[src/rtl/psg_pkg.sv]
// psg_pkg: shared types, LFSR tap table and amplitude helper for the PSG voice
package psg_pkg;
  typedef enum logic [1:0] {SQ50, P25, P12, NOISE} mode_t;
  typedef enum logic [1:0] {IDLE, SUSTAIN, DECAY} env_state_t;
  // Tap masks use polynomial-exponent numbering: bit w-1 is x^w.
  function automatic logic [31:0] lfsr_taps(input int w);
    return w == 7 ? 32'h60 : w == 9 ? 32'h110 : w == 15 ? 32'h6000 : w == 16 ? 32'hB400 : 32'h0;
  endfunction
  function automatic logic [31:0] amp_of(input logic [7:0] level);
    return (32'd1 << level) - 32'd1;
  endfunction
endpackage

[src/rtl/tt_um_accelshark_psg_voice_v2_if.sv]
// tt_um_accelshark_psg_voice_v2_if: control inputs and stereo outputs of one PSG voice
// master drives ena/key_on/mode/octave/pitch/volume/env_decay/pan and reads mix_l/mix_r/env_active;
// slave is the voice side.
interface tt_um_accelshark_psg_voice_v2_if #(parameter int PITCH_W = 10, VOL_W = 4, OUT_W = 16);
  logic ena, key_on, env_active;
  logic [1:0] mode, octave, pan;
  logic [PITCH_W-1:0] pitch;
  logic [VOL_W-1:0] volume;
  logic [3:0] env_decay;
  logic [OUT_W-1:0] mix_l, mix_r;
  modport master (output ena, key_on, mode, octave, pitch, volume, env_decay, pan,
                  input mix_l, mix_r, env_active);
  modport slave (input ena, key_on, mode, octave, pitch, volume, env_decay, pan,
                 output mix_l, mix_r, env_active);
endinterface

[src/rtl/tt_um_accelshark_psg_envelope.sv]
// tt_um_accelshark_psg_envelope: decay envelope FSM producing the voice level
// clk, rst_n (async, active-low), ena (freeze), base_tick, key_on, volume, env_decay in;
// level, env_active out.
module tt_um_accelshark_psg_envelope
  import psg_pkg::*;
#(
  parameter int VOL_W = 4
) (
  input  logic             clk,
  input  logic             rst_n,
  input  logic             ena,
  input  logic             base_tick,
  input  logic             key_on,
  input  logic [VOL_W-1:0] volume,
  input  logic [3:0]       env_decay,
  output logic [VOL_W-1:0] level,
  output logic             env_active
);
  env_state_t state;
  logic [3:0] decay;
  logic [7:0] cnt;
  assign env_active = state != IDLE;
  // Decay step lasts 16*decay base ticks, so the terminal count is {decay-1, 4'hF}.
  always_ff @(posedge clk or negedge rst_n)
    if (!rst_n) begin
      state <= IDLE;
      decay <= '0;
      cnt   <= '0;
      level <= '0;
    end else if (ena) begin
      if (key_on) begin
        level <= volume;
        cnt   <= '0;
        decay <= env_decay;
        state <= volume == '0 ? IDLE : env_decay == 4'd0 ? SUSTAIN : DECAY;
      end else if (state == SUSTAIN) begin
        level <= volume;
      end else if (state == DECAY && base_tick) begin
        if (cnt == {decay - 4'd1, 4'hF}) begin
          cnt   <= '0;
          level <= level - 1'b1;
          if (level == VOL_W'(1)) state <= IDLE;
        end else begin
          cnt <= cnt + 1'b1;
        end
      end
    end
endmodule

[src/rtl/tt_um_accelshark_psg_voice_v2.sv]
// tt_um_accelshark_psg_voice_v2: clock-enable PSG voice with tone/noise, decay envelope and panned output
// clk, rst_n (async, active-low); bus (slave) carries the voice controls in and mix_l/mix_r/env_active out.
module tt_um_accelshark_psg_voice_v2
  import psg_pkg::*;
#(
  parameter int PREDIV  = 5,
  parameter int PITCH_W = 10,
  parameter int VOL_W   = 4,
  parameter int OUT_W   = 16,
  parameter int LFSR_W  = 15
) (
  input logic clk,
  input logic rst_n,
  tt_um_accelshark_psg_voice_v2_if.slave bus
);
  localparam int PW = PREDIV + 3;
  localparam logic [LFSR_W-1:0] TAPS = LFSR_W'(lfsr_taps(LFSR_W));
  logic [PW-1:0] pre;
  logic [PITCH_W-1:0] cnt;
  logic [2:0] phase;
  logic [LFSR_W-1:0] lfsr, taps_rev;
  logic [VOL_W-1:0] level;
  logic [OUT_W-1:0] amp, sample;
  logic base_tick, pitch_tick, wave;
  mode_t wmode;
  // The tap table counts from the MSB end; mirror it because the register shifts toward bit0.
  assign taps_rev = {<<{TAPS}};
  assign base_tick = &pre[PREDIV-1:0];
  assign pitch_tick = &(pre | ~({PW{1'b1}} >> bus.octave));
  assign wmode = mode_t'(bus.mode);
  assign wave = wmode == SQ50 ? phase[2] : wmode == P25 ? phase >= 3'd6 : wmode == P12 ? &phase : lfsr[0];
  assign amp = OUT_W'(amp_of(8'(level)));
  assign sample = wave ? amp : -amp;
  always_ff @(posedge clk or negedge rst_n)
    if (!rst_n) begin
      pre       <= '0;
      cnt       <= '0;
      phase     <= '0;
      lfsr      <= LFSR_W'(1);
      bus.mix_l <= '0;
      bus.mix_r <= '0;
    end else begin
      bus.mix_l <= bus.ena && bus.pan[0] ? sample : '0;
      bus.mix_r <= bus.ena && bus.pan[1] ? sample : '0;
      if (bus.ena) begin
        pre <= pre + 1'b1;
        if (pitch_tick) begin
          if (cnt == '0) begin
            cnt   <= bus.pitch;
            phase <= phase + 1'b1;
            lfsr  <= {^(lfsr & taps_rev), lfsr[LFSR_W-1:1]};
          end else begin
            cnt <= cnt - 1'b1;
          end
        end
      end
    end
  tt_um_accelshark_psg_envelope #(.VOL_W(VOL_W)) u_env (
    .clk        (clk),
    .rst_n      (rst_n),
    .ena        (bus.ena),
    .base_tick  (base_tick),
    .key_on     (bus.key_on),
    .volume     (bus.volume),
    .env_decay  (bus.env_decay),
    .level      (level),
    .env_active (bus.env_active)
  );
endmodule

[src/flat_wrapper.sv]
// flat-port wrapper written by rule: the top's interface ports become plain ports
module tt_um_accelshark_psg_voice_v2_flat import psg_pkg::*;
#(
  parameter int PREDIV  = 5,
  parameter int PITCH_W = 10,
  parameter int VOL_W   = 4,
  parameter int OUT_W   = 16,
  parameter int LFSR_W  = 15
)
  (clk, rst_n, bus_ena, bus_key_on, bus_mode, bus_octave, bus_pitch, bus_volume, bus_env_decay, bus_pan, bus_mix_l, bus_mix_r, bus_env_active);
  tt_um_accelshark_psg_voice_v2_if #(.PITCH_W(PITCH_W), .VOL_W(VOL_W), .OUT_W(OUT_W)) bus_i ();
  input logic clk;
  input logic rst_n;
  input wire logic [$bits(bus_i.ena)-1:0] bus_ena;
  input wire logic [$bits(bus_i.key_on)-1:0] bus_key_on;
  input wire logic [$bits(bus_i.mode)-1:0] bus_mode;
  input wire logic [$bits(bus_i.octave)-1:0] bus_octave;
  input wire logic [$bits(bus_i.pitch)-1:0] bus_pitch;
  input wire logic [$bits(bus_i.volume)-1:0] bus_volume;
  input wire logic [$bits(bus_i.env_decay)-1:0] bus_env_decay;
  input wire logic [$bits(bus_i.pan)-1:0] bus_pan;
  output wire logic [$bits(bus_i.mix_l)-1:0] bus_mix_l;
  output wire logic [$bits(bus_i.mix_r)-1:0] bus_mix_r;
  output wire logic [$bits(bus_i.env_active)-1:0] bus_env_active;
  assign bus_i.ena = bus_ena;
  assign bus_i.key_on = bus_key_on;
  assign bus_i.mode = bus_mode;
  assign bus_i.octave = bus_octave;
  assign bus_i.pitch = bus_pitch;
  assign bus_i.volume = bus_volume;
  assign bus_i.env_decay = bus_env_decay;
  assign bus_i.pan = bus_pan;
  assign bus_mix_l = bus_i.mix_l;
  assign bus_mix_r = bus_i.mix_r;
  assign bus_env_active = bus_i.env_active;
  tt_um_accelshark_psg_voice_v2 #(.PREDIV(PREDIV), .PITCH_W(PITCH_W), .VOL_W(VOL_W), .OUT_W(OUT_W), .LFSR_W(LFSR_W)) u_core (.clk(clk), .rst_n(rst_n), .bus(bus_i));
endmodule
[config.mk]
export PLATFORM = sky130hd
export DESIGN_NAME = tt_um_accelshark_psg_voice_v2_flat
export DESIGN_NICKNAME = d
export VERILOG_FILES = /design/src/rtl/psg_pkg.sv /design/src/rtl/tt_um_accelshark_psg_voice_v2_if.sv /design/src/rtl/tt_um_accelshark_psg_envelope.sv /design/src/rtl/tt_um_accelshark_psg_voice_v2.sv /design/src/flat_wrapper.sv
export SDC_FILE = /design/constraint.sdc
export NUM_CORES = 1
export LEC_CHECK = 0
export BUFFER_PORTS_ARGS = -buffer_cell sky130_fd_sc_hd__clkbuf_2
export CORE_MARGIN = 8
export CORE_UTILIZATION = 37
export CTS_CLUSTER_SIZE = 30
export DETAILED_ROUTE_END_ITERATION = 16
export PLACE_DENSITY = 0.56
export SKIP_LAST_GASP = 1
export SLEW_MARGIN = 25
export SYNTH_ARGS = -nofsm -noshare
export SYNTH_HDL_FRONTEND = slang
export SYNTH_SLANG_ARGS = --single-unit
[constraint.sdc]
create_clock -name clk -period 4.5 [get_ports clk]
set_input_delay 0.225 -clock clk [delete_from_list [all_inputs] [get_ports clk]]
set_output_delay 0.225 -clock clk [all_outputs]
set_load 0.01 [all_outputs]
# Word-level counts from Yosys, hierarchy flattened

Cells that the tools add are included.

Reduce and logical (&&, ||, !) cells: 22
Order comparisons: 1
Equality and inequality tests: 7
Bitwise logic cells: 2
Multiplexer cells: 22
$add $sub $neg: 8
Shifts and indexed selects: 2

Operators with widths:

| operator                                            | count |
|---|---|
| two-way mux 16 bit                                  | 3 |
| two-way mux 8 bit                                   | 4 |
| adder 8 x 1 -> 8 bit (second input constant)        | 2 |
| two-way mux 4 bit                                   | 4 |
| negation 16 bit                                     | 1 |
| left shift 1 x 4 -> 16 bit (first input constant)   | 1 |
| subtractor 16 x 1 -> 16 bit (second input constant) | 1 |
| XOR reduction 15 bit                                | 1 |
| two-way mux 2 bit                                   | 7 |
| logical NOT 10 bit                                  | 1 |
| two-way mux 10 bit                                  | 1 |
| AND reduction 10 bit                                | 1 |
| AND reduction 5 bit                                 | 2 |
| subtractor 10 x 1 -> 10 bit (second input constant) | 1 |
| AND reduction 3 bit                                 | 3 |
| AND reduction 9 bit                                 | 1 |
| == test 8 bit                                       | 1 |
| logical NOT 4 bit                                   | 2 |
| inverter 8 bit                                      | 1 |
| OR 8 bit                                            | 1 |
| nonzero test 2 bit                                  | 4 |
| >> shifter 8 x 2 -> 8 bit (first input constant)    | 1 |
| subtractor 4 x 1 -> 4 bit (second input constant)   | 2 |
| nonzero test 3 bit                                  | 2 |
| 10 further kinds                                    | 16 |

Input bits: 28
Bits in registers: 86
Output and inout bits: 33
Logic and storage cells: 74

# Logic depth before layout (Yosys ltp)

Depth in word-level cells: 6
Depth in mapped cells: 13
Gate-level depth less buffers: 11

# By module

From an unflattened synthesis, not the netlist that was laid out.

Cells, all modules: 450
Area total of the unflattened synthesis: 4650.7 µm²

By module, submodules not included:

| module                        | sequential area each (µm²) | cells an instance | area each (µm²) | times used |
|---|---|---|---|---|
| tt_um_accelshark_psg_voice_v2 | 1702.9                     | 328               | 3475.8          | 1 |
| tt_um_accelshark_psg_envelope | 450.4                      | 122               | 1174.9          | 1 |

# Worst setup path after synthesis

OpenSTA, ideal clock, no wires.

Kind: reg2reg
From: reg u_core.u_env.level[1]
To: reg u_core.bus.mix_l[14]
Setup slack: 1.486 ns
Buffers on the path: 1
Clock period less this slack: 3.014 ns
Stages on the path, launching flop included: 12
Required time: 4.372 ns
Library setup time: 0.128 ns
Arrival time: 2.886 ns
Cell sequence: dfrtp_1 inv_1 ha_1 clkbuf_1 nand2_1 ha_1 a211o_1 o22ai_1 o211ai_1 or4_1 o21ai_0 nand3_1

Longest elaborated chain between the ends: 5

Ends and longest elaborated chain:

| item                            | RTL line                               | RTL |
|---|---|---|
| start, declared                 | tt_um_accelshark_psg_envelope.sv:16    | `output logic [VOL_W-1:0] level,` |
| start signal, assigned          | tt_um_accelshark_psg_envelope.sv:32    | `level <= volume;` |
| start signal, assigned          | tt_um_accelshark_psg_envelope.sv:37    | `level <= volume;` |
| start signal, assigned          | tt_um_accelshark_psg_envelope.sv:41    | `level <= level - 1'b1;` |
| left shift 1 x 4 -> 16 bit (*)  | psg_pkg.sv:10                          | `return (32'd1 << level) - 32'd1;` |
| subtractor 16 x 1 -> 16 bit (*) | psg_pkg.sv:10                          |  |
| negation 16 bit                 | tt_um_accelshark_psg_voice_v2.sv:33    | `assign sample = wave ? amp : -amp;` |
| two-way mux 16 bit (*)          | tt_um_accelshark_psg_voice_v2.sv:33    |  |
| two-way mux 16 bit (*)          | tt_um_accelshark_psg_voice_v2.sv:43    | `bus.mix_l <= bus.ena && bus.pan[0] ? sample : '0;` |
| end signal, assigned            | tt_um_accelshark_psg_voice_v2.sv:43    |  |
| end, declared                   | tt_um_accelshark_psg_voice_v2_if.sv:14 | `output mix_l, mix_r, env_active);` |

Every way passes the cells marked *; elsewhere a longest branch is shown, timed or not.
A chain may end at the register's enable or synchronous reset.

# Worst setup path after layout

From: reg u_core.u_env.level[0]
To: reg u_core.bus.mix_l[10]

Same word-level chain as after synthesis.

==> results.toml <==
[power]
p_total_mw = 2.865
irDropWorstVdd_mv = 0.2025
p_leak_nw = 2.704
power.density_mw_per_mm2 = 515.7

[setup_path]
arrival_ps = 3700
critical_path_required_ps = 4720
crit_path_max_incr_delay_ps = 560
critPathCaptureType = "flop"
critPathSlowestCell = "nor4_2"
cp-start-kind = "flop"
path_cells = "inv_1, ha_1, nor3b_1, inv_1, ha_1, a211o_1, o22ai_1, o211ai_1, nor4_2, a21boi_2, mux2i_1"
reg2reg_slack_ps = 1020
path_class = "flop to flop"
path_max_fanout = 15

[synth]
yosys.area.top_type = "dfrtp_1"
synth-xor-area-share_pct = 5.667
yosys.area_share.simple_pct = 18.41
synth_top_flop_cell = "dfrtp_1"
synth.area.mux_share_pct = 8.227
ys_async_sr_fraction_pct = 100.0
synth.distinct_cells = 67
yosys.area_share.adder_pct = 4.649
synth_area_leaders = "dfrtp_1, nor2_1, ha_1"
synth_compound_area_share_pct = 14.83
netlist_area_mm2 = 0.004791
netlist.area_leader.share_pct = 44.40
synth_top_family_by_area = "simple AND/OR/NAND/NOR gates"
synth_nets = 531
synth-seq-cells = 86
synth-edff-count = 0
yosys_warnings = 0
synth.yosys.seq_area_share_pct = 44.95
syn_avg_cell_area_um2 = 9.858
netlist_instances = 486

[sta]
fin_crit_ps = 3476
clock.fmax_mhz = 287.7
final.setup_skew_ps = 9.372
rsz0062_at_grt = "false"
hold_violations = 0
report.final.slew_viol_count = 0
worstMarginPinSlew_ps = 749.5
tns_ps = 0
finalCritPeriodShare_pct = 77.24
holdWs_ps = 110.1
slew_headroom_pct = 50.04
finalSetupViolCount = 0

[cells_and_area]
final_nets = 585
design_area_mm2 = 0.005555
stdcell_count = 716
syn_to_final_growth_pct = 15.96
layout-drive-gt1-share_pct = 18.75
diodes = 0

[place]
hpwl_um = 7643
gp_congestion = 0.8951
dpl_cell_area_mm2 = 0.005246
io_buffer_count = 60
dp_cells = 700

[clocking]
path_clk_slew_ps = 70
cts_hold_buf = 1
cts_tree = "done"
clk_latency_ps = 340
cts-resized-gates = 0
cts_setup_buffers = 0
cts_max_path_buffers = 2
htree_levels = 3
root_buffer = "clkbuf_16"
cts_num_sinks = 86
numCtsBuffers = 9

[worst_hold_path]
hold_path.class = "primary input to flop"

[grt]
grt_use_total_pct = 13.01
grt_max_degree = 63
grt_pass1_vias = 3582
gr-total-overflow = 0
antenna_found_initial = 0
grt_pass1_wl_um = 17420

[detailed_routing]
first_pass_iters = 5
drc = 0
post_drt_wl_per_cell_um = 14.60
postRouteAntennaNets = 0
first_iter_violations = 210
vias = 3754
wl_um = 10460
viasPerCell = 5.243

[floorplanning]
core_area_mm2 = 0.01262
ioPinCount = 61
die_w_um = 129.8
rows = 41
die-height_um = 129.8
start_util_pct = 37.96
dieArea_mm2 = 0.01685

[flow_run]
cap_violations = 0

[status]
outcome = "finished, final reports clean"
-- cell usage in the layout (no fill, tap or decap), types with 3 or more instances in the layout --
| master | count |
|---|---|
| clkbuf_2 | 59 |
| nand3_1 | 11 |
| o211ai_1 | 5 |
| and2_1 | 3 |
| inv_1 | 17 |
| nand2b_1 | 5 |
| mux2i_1 | 9 |
| and3b_1 | 3 |
| nor3_1 | 16 |
| nor2b_1 | 5 |
| ha_1 | 17 |
| xnor2_1 | 15 |
| a31oi_1 | 5 |
| a32oi_1 | 3 |
| or4_1 | 3 |
| nand4_1 | 4 |
| o21ai_1 | 14 |
| xor2_1 | 16 |
| mux2_2 | 11 |
| o31ai_1 | 3 |
| o22a_1 | 4 |
| nor2_1 | 62 |
| a211oi_1 | 5 |
| o22ai_1 | 4 |
| a21oi_1 | 20 |
| clkinvlp_4 | 4 |
| buf_4 | 4 |
| o21ai_0 | 11 |
| nor3b_1 | 4 |
| mux2_1 | 16 |
| clkbuf_16 | 9 |
| and3_1 | 7 |
| dfrtp_1 | 85 |
| nand2_1 | 34 |
-- area by class of cell --
cell class / count / area, um^2
tap: 172 / 215.2
fill: 1236 / 7064
multi-input combinational: 360 / 2481
inverter: 19 / 71.32
clock inverter: 5 / 60.06
timing repair buffer: 64 / 335.3
clock buffer: 10 / 239.0
sequential: 86 / 2153
-- cell usage after synthesis, types with 5 or more instances --
| master | instances |
|---|---|
| nor2_1 | 62 |
| o21ai_1 | 14 |
| clkbuf_1 | 16 |
| inv_1 | 17 |
| nand3_1 | 11 |
| nor2b_1 | 5 |
| mux2_1 | 16 |
| dfrtp_1 | 85 |
| mux2_2 | 11 |
| o211ai_1 | 5 |
| nand2b_1 | 5 |
| buf_2 | 5 |
| o21ai_0 | 11 |
| a31oi_1 | 5 |
| and3_1 | 7 |
| xnor2_1 | 15 |
| xor2_1 | 16 |
| nand2_1 | 34 |
| nor3_1 | 16 |
| a211oi_1 | 5 |
| mux2i_1 | 9 |
| a21oi_1 | 20 |
| ha_1 | 17 |
-- kinds of logic (layout without fill, tap and decap cells) --
logic type	Yosys count	after routing
AOI/OAI and AO/OA	100	100
xor gates and xnor gates	31	31
adders and majority gates	18	18
buffers and inverters	40	98
DFF	86	86
muxes	36	36
and+or+nand+nor	175	175
-- final timing paths --
path | start | to | cells after the start
max in group asynchronous | rst_n | u_core.bus.mix_l[4]$_DFF_PN0_ | 3
max reg2reg | u_core.u_env.level[0]$_DFFE_PN0P_ | u_core.bus.mix_l[10]$_DFF_PN0_ | 11
min in group asynchronous | rst_n | u_core.lfsr[7]$_DFFE_PN0P_ | 2
min reg2reg | u_core.pre[7]$_DFFE_PN0P_ | u_core.pre[7]$_DFFE_PN0P_ | 1
min | bus_volume[0] | u_core.u_env.level[0]$_DFFE_PN0P_ | 3
max | u_core.u_env.level[0]$_DFFE_PN0P_ | u_core.bus.mix_l[10]$_DFF_PN0_ | 11
-- critical path: cells and delay by family (launching register included) --
kind            cells  cell delay, ps
buf+inv             2             260
flops               1             440
compound gates      4             850
mux                 1             150
simple gates        2             910
fa+ha+maj           2             750
-- power by group --
part | leakage [nW] | switching, mW | internal, mW
combinational | 1.43 | 0.707 | 0.434
sequential | 1.14 | 0.0770 | 0.895
clock | 0.133 | 0.310 | 0.442
-- flip-flops by register name (all words and copies together), names as in the netlist --
register            flops
u_core.bus.mix_l       16
u_core.bus.mix_r       16
u_core.lfsr            15
u_core.cnt             10
u_core.pre              8
u_core.u_env.cnt        8
u_core.u_env.decay      4
u_core.u_env.level      4
u_core.phase            3
u_core.u_env.state      2
-- per-layer routing --
layer | vias up | global-route usage, % | wire length (um)
met4 | 0 | 4.645 | 136
li1 | 1837 | - | -
met3 | 13 | 4.284 | 765
met2 | 112 | 17.86 | 4432
met5 | - | 0 | 0
met1 | 1792 | 18.54 | 5121
-- metrics by stage --
| step | util (%) | setup slack, ps |
|---|---|---|
| 6_report | 44.02 | 1024 |
| 5_1_grt | 44.02 | 617.8 |
| 4_1_cts | 44.02 | 1028 |
| 3_5_place_dp | 41.57 | 1044 |
| 3_3_place_gp | 41.57 | 1156 |
| 2_1_floorplan | - | 1486 |
Power figures use the tool's default switching activity.
